===== config.mk =====
export PLATFORM = sky130hd
export DESIGN_NAME = rr_arbiter_4
export DESIGN_NICKNAME = d
export VERILOG_FILES = /design/src/rtl/rr_arbiter_4.sv
export SDC_FILE = /design/constraint.sdc
export NUM_CORES = 1
export LEC_CHECK = 0
export BUFFER_PORTS_ARGS = -buffer_cell sky130_fd_sc_hd__buf_2
export CORE_MARGIN = 10
export CORE_UTILIZATION = 54
export DETAILED_ROUTE_END_ITERATION = 10
export PLACE_DENSITY = 0.72
export SKIP_LAST_GASP = 1
export SLEW_MARGIN = 20
export SYNTH_ARGS = -nofsm -noshare
export SYNTH_HDL_FRONTEND = slang
export SYNTH_SLANG_ARGS = --single-unit

===== constraint.sdc =====
create_clock -name clk -period 2.2 [get_ports clk]
set_clock_uncertainty 0.2 [all_clocks]
set_input_delay 0.44 -clock clk [delete_from_list [all_inputs] [get_ports clk]]
set_output_delay 0.44 -clock clk [all_outputs]
set_load 0.01 [all_outputs]

===== src/rtl/rr_arbiter_4.sv =====
// Four-requester round-robin arbiter with hold-while-requesting ownership,
// a per-owner hold timeout and a block mask for masters that timed out.
module rr_arbiter_4 #(
   parameter int unsigned TIMEOUT = 8
) (
   input  logic       clk,
   input  logic       rst,
   input  logic [3:0] req,
   output logic [3:0] grant,
   output logic [1:0] gnt_idx,
   output logic       busy,
   output logic       timeout_err
);

   localparam int unsigned CW = (TIMEOUT == 0) ? 1 : $clog2(TIMEOUT + 1);

   localparam logic [0:0] IDLE  = 1'b0;
   localparam logic [0:0] GRANT = 1'b1;

   logic [0:0]    state, state_n;
   logic [1:0]    last, last_n;
   logic [CW-1:0] cnt, cnt_n;
   logic [3:0]    block, block_n;
   logic [1:0]    idx_n;
   logic          busy_n;
   logic          err_n;
   logic [3:0]    grant_n;
   logic [3:0]    eligible;
   logic [1:0]    pick;
   logic          found;

   // State and registered outputs
   always_ff @(posedge clk or posedge rst) begin
      if (rst) begin
         state       <= IDLE;
         last        <= 2'd3;
         cnt         <= '0;
         block       <= 4'b0000;
         gnt_idx     <= 2'd0;
         busy        <= 1'b0;
         timeout_err <= 1'b0;
         grant       <= 4'b0000;
      end else begin
         state       <= state_n;
         last        <= last_n;
         cnt         <= cnt_n;
         block       <= block_n;
         gnt_idx     <= idx_n;
         busy        <= busy_n;
         timeout_err <= err_n;
         grant       <= grant_n;
      end
   end

   // Rotating priority scan starting just after the last owner
   always_comb begin
      logic [1:0] cand;
      eligible = req & ~block;
      found    = 1'b0;
      pick     = last;
      cand     = last;
      for (int i = 1; i <= 4; i++) begin
         cand = last + 2'(i);
         if (!found && eligible[cand]) begin
            found = 1'b1;
            pick  = cand;
         end
      end
   end

   // Next-state and output decode
   always_comb begin
      state_n = state;
      last_n  = last;
      cnt_n   = cnt;
      idx_n   = gnt_idx;
      busy_n  = busy;
      err_n   = 1'b0;
      block_n = block & req;

      case (state)
         IDLE: begin
            if (found) begin
               state_n = GRANT;
               idx_n   = pick;
               busy_n  = 1'b1;
               cnt_n   = CW'(1);
            end
         end
         GRANT: begin
            if (!req[gnt_idx]) begin
               state_n = IDLE;
               busy_n  = 1'b0;
               last_n  = gnt_idx;
            end else if ((TIMEOUT != 0) && (cnt >= CW'(TIMEOUT))) begin
               state_n          = IDLE;
               busy_n           = 1'b0;
               last_n           = gnt_idx;
               block_n[gnt_idx] = 1'b1;
               err_n            = 1'b1;
            end else if (cnt != {CW{1'b1}}) begin
               cnt_n = cnt + CW'(1);
            end
         end
         default: begin
            state_n = IDLE;
            busy_n  = 1'b0;
         end
      endcase

      grant_n = busy_n ? (4'b0001 << idx_n) : 4'b0000;
   end

endmodule

==> metrics.md <==
| Metric | Value |
|---|---|
| Drt wl/cell | 15.1 um |
| Post-CTS setup buffer count | 0 |
| Initial Util | 0.594 |
| Cell count after synthesis | 88 |
| Crit path launch type | flop |
| Die area | 3800 um2 |
| Max-Cap Viols | 0 |
| Period utilisation layout | 0.829 |
| VDD IR max | 0.000656 V |
| F_max | 0.548 GHz |
| Clock Tree Buf Depth | 2 |
| Synth top area cells | dfrtp_1, dfstp_2, nand2_1 |
| Congestion Overflow GR | 0 |
| First-pass GRT wire length | 2990 um |
| Num CTS Buffers | 3 |
| CP cell instances | mux4_2 -> nor2b_4 -> nand2b_4 -> mux2_4 |
| Post-CTS Hold Buffers | 0 |
| Yosys cell types | 35 |
| Fraction of layout cells with a size suffix above 1 | 0.267 |
| Top delay family on crit path | multiplexers |
| Total Nets Final | 114 |
| Number of gates resized after CTS | 0 |
| Worst path max stage delay | 0.55 ns |
| Hold WC Path Type | primary input to asynchronous set/reset pin |
| Tot Pwr | 1.29 mW |
| Layout area overhead | 12.0% |
| Crit path DAT | 1.85 ns |
| Post-Syn Area | 937 um2 |
| Die span in x | 61.7 um |
| Antenna Cells | 0 |
| H-tree levels | 1 |
| Register bit count reported by yosys | 19 |
| Relative slew margins | 0.534 |
| Final Slew Violations | 0 |
| Row Count | 14 |
| PwrDens | 1230 nW/um2 |
| Mapped Nets | 96 |
| Placer's final routability congestion estimate | 0.776 |
| Post-route setup TNS | 0 ns |
| Clk_lat worst skew | 0.29 ns |
| CP Class | flop to flop |
| DP HPWL | 1470 um |
| Final wirelength | 1830 um |
| GRT Overall Usage | 0.106 |
| Setup violations, final | 0 |
| Post-route minimum period | 1.82 ns |
| I/O Buffers | 13 |
| First DRT Iteration DRCs | 10 |
| Ys async rst share | 1.00 |
| Largest net degree at the start of global routing | 20 |
| Leak | 0.522 nW |
| Drc violations | 0 |
| Bufs and invs on worst path | 0 |
| Fillers | 131 |
| Ports | 14 |
| Reg clk slew, reported paths | 0.10 ns |
| Final hold vios | 0 |
| Via Count | 666 |
| Die Span Y | 61.7 um |
| Clock sinks | 19 |
| Critical path's slowest cell | mux4_2 |
| DRT Pass-1 Iters | 4 |
| Primary FF master, synth | dfrtp_1 |
| Status | finished clean |
| Clock root cell | clkbuf_4 |
| Vias per Instance | 5.50 |
| Vias in the first global route | 647 |
| Register area share after synthesis | 0.510 |
| Mapped Avg Cell Area | 10.6 um2 |
| Synth area leader | dfrtp_1 |
| Crit-path max FO | 6 |
| Core area | 1580 um2 |
| Worst EP required | 2.23 ns |
| Initial antenna violation count | 0 |
| Yosys top cell area share | 0.454 |
| CTS tree | yes |
| Critical Path End Type | flop |
| RSZ-0062 raised after global routing | false |
| Antenna Nets Post-Route | 0 |
| Ys Warns | 0 |
| Tightest Pin Transition | 0.698 ns |
| Number of synthesized flops with an enable pin | 0 |
==> cells in the mapped netlist (all sizes together), types with 2 or more instances <==
| cell | instances |
|---|---|
| dfrtp | 17 |
| nand2 | 10 |
| nand2b | 6 |
| o21ai | 6 |
| inv | 5 |
| nor2 | 5 |
| nor2b | 4 |
| a21o | 3 |
| a31oi | 3 |
| nand3 | 3 |
| and2 | 2 |
| and3 | 2 |
| dfstp | 2 |
| ha | 2 |
| nor3b | 2 |
| o221ai | 2 |
==> area by class of cell <==
class | count | area, um2 | area share
Clock buffer | 3 | 22.5 | 0.0215
Clock inverter | 1 | 5.00 | 0.00477
Inverter | 5 | 18.8 | 0.0179
Multi-Input combinational cell | 63 | 433 | 0.412
Sequential cell | 19 | 478 | 0.455
Tap cell | 16 | 20.0 | 0.0191
Timing Repair Buffer | 14 | 72.6 | 0.0691
==> where the power goes <==
part	internal [mW]	total, mW	switching, mW
Clock	0.0676	0.170	0.102
Sequential	0.465	0.582	0.117
Combinational	0.263	0.535	0.272
==> worst register-to-register path: stages (launching register included) <==
cell	delay [ns]
dfrtp_1	0.38
mux4_2	0.55
nor2b_4	0.17
nand2b_4	0.16
mux2_4	0.31
==> layer usage <==
| metal | wire [um] | GRT usage | vias up |
|---|---|---|---|
| li1 | - | - | 342 |
| met1 | 839 | 0.120 | 317 |
| met2 | 902 | 0.182 | 5 |
| met3 | 68 | 0.0247 | 2 |
| met4 | 15 | 0.0573 | 0 |
| met5 | 0 | 0 | - |
==> flip-flops by register name, summed over array words and instances, names as in the netlist <==
register / cells
block: 4
cnt: 4
grant: 4
gnt_idx: 2
last: 2
busy: 1
state: 1
timeout_err: 1
==> layout by cell type (no fill, tap or decap), drive strengths merged <==
cell	netlist	layout
o221ai	2	2
nand3	3	3
inv	5	5
a41oi	1	1
nand2	10	10
nand4	1	1
a22oi	1	1
o31ai	1	1
ha	2	2
and3	2	2
nand2b	6	6
nor2b	4	4
a21o	3	3
clkinv	0	1
a21oi	1	1
xnor2	1	1
mux4	1	1
clkbuf	1	3
or2b	1	1
o211ai	1	1
a31o	1	1
mux2	1	1
nand3b	1	1
nor2	5	5
dfstp	2	2
o21bai	1	1
a31oi	3	3
and2	2	2
o21ai	6	6
buf	0	14
dfrtp	17	17
nor3b	2	2
==> per-stage QoR <==
stage          utilization  hold WS [ns]  worst slack [ns]  area [um2]  std cells
6_report             0.666        0.0471             0.376        1050        121
5_1_grt              0.666        0.0825             0.253        1050        121
3_3_place_gp         0.648         0.258             0.252        1020        117
2_1_floorplan            -         0.190             0.358         937         88
3_5_place_dp         0.648         0.271             0.215        1020        117
4_1_cts              0.666        0.0668             0.378        1050        121
==> logic make-up after synthesis <==
group,share of synthesized area
compound gates,0.160
buf+inv,0.0280
xor+xnor,0.00935
flops,0.510
mux,0.0400
fa+ha+maj,0.0267
simple gates,0.226
==> final timing paths <==
kind,slack (ns),depth (start not counted),start,endpoint
max in group asynchronous,1.32,2,rst,grant[2]
setup reg to reg,0.38,4,gnt_idx[1],last[0]
setup / recovery,0.38,4,gnt_idx[1],last[0]
min in group clk,0.18,3,req[2],block[2]
hold / removal,0.05,2,rst,cnt[3]
hold reg to reg,0.29,2,block[2],block[2]
Power figures use the tool's default switching activity.
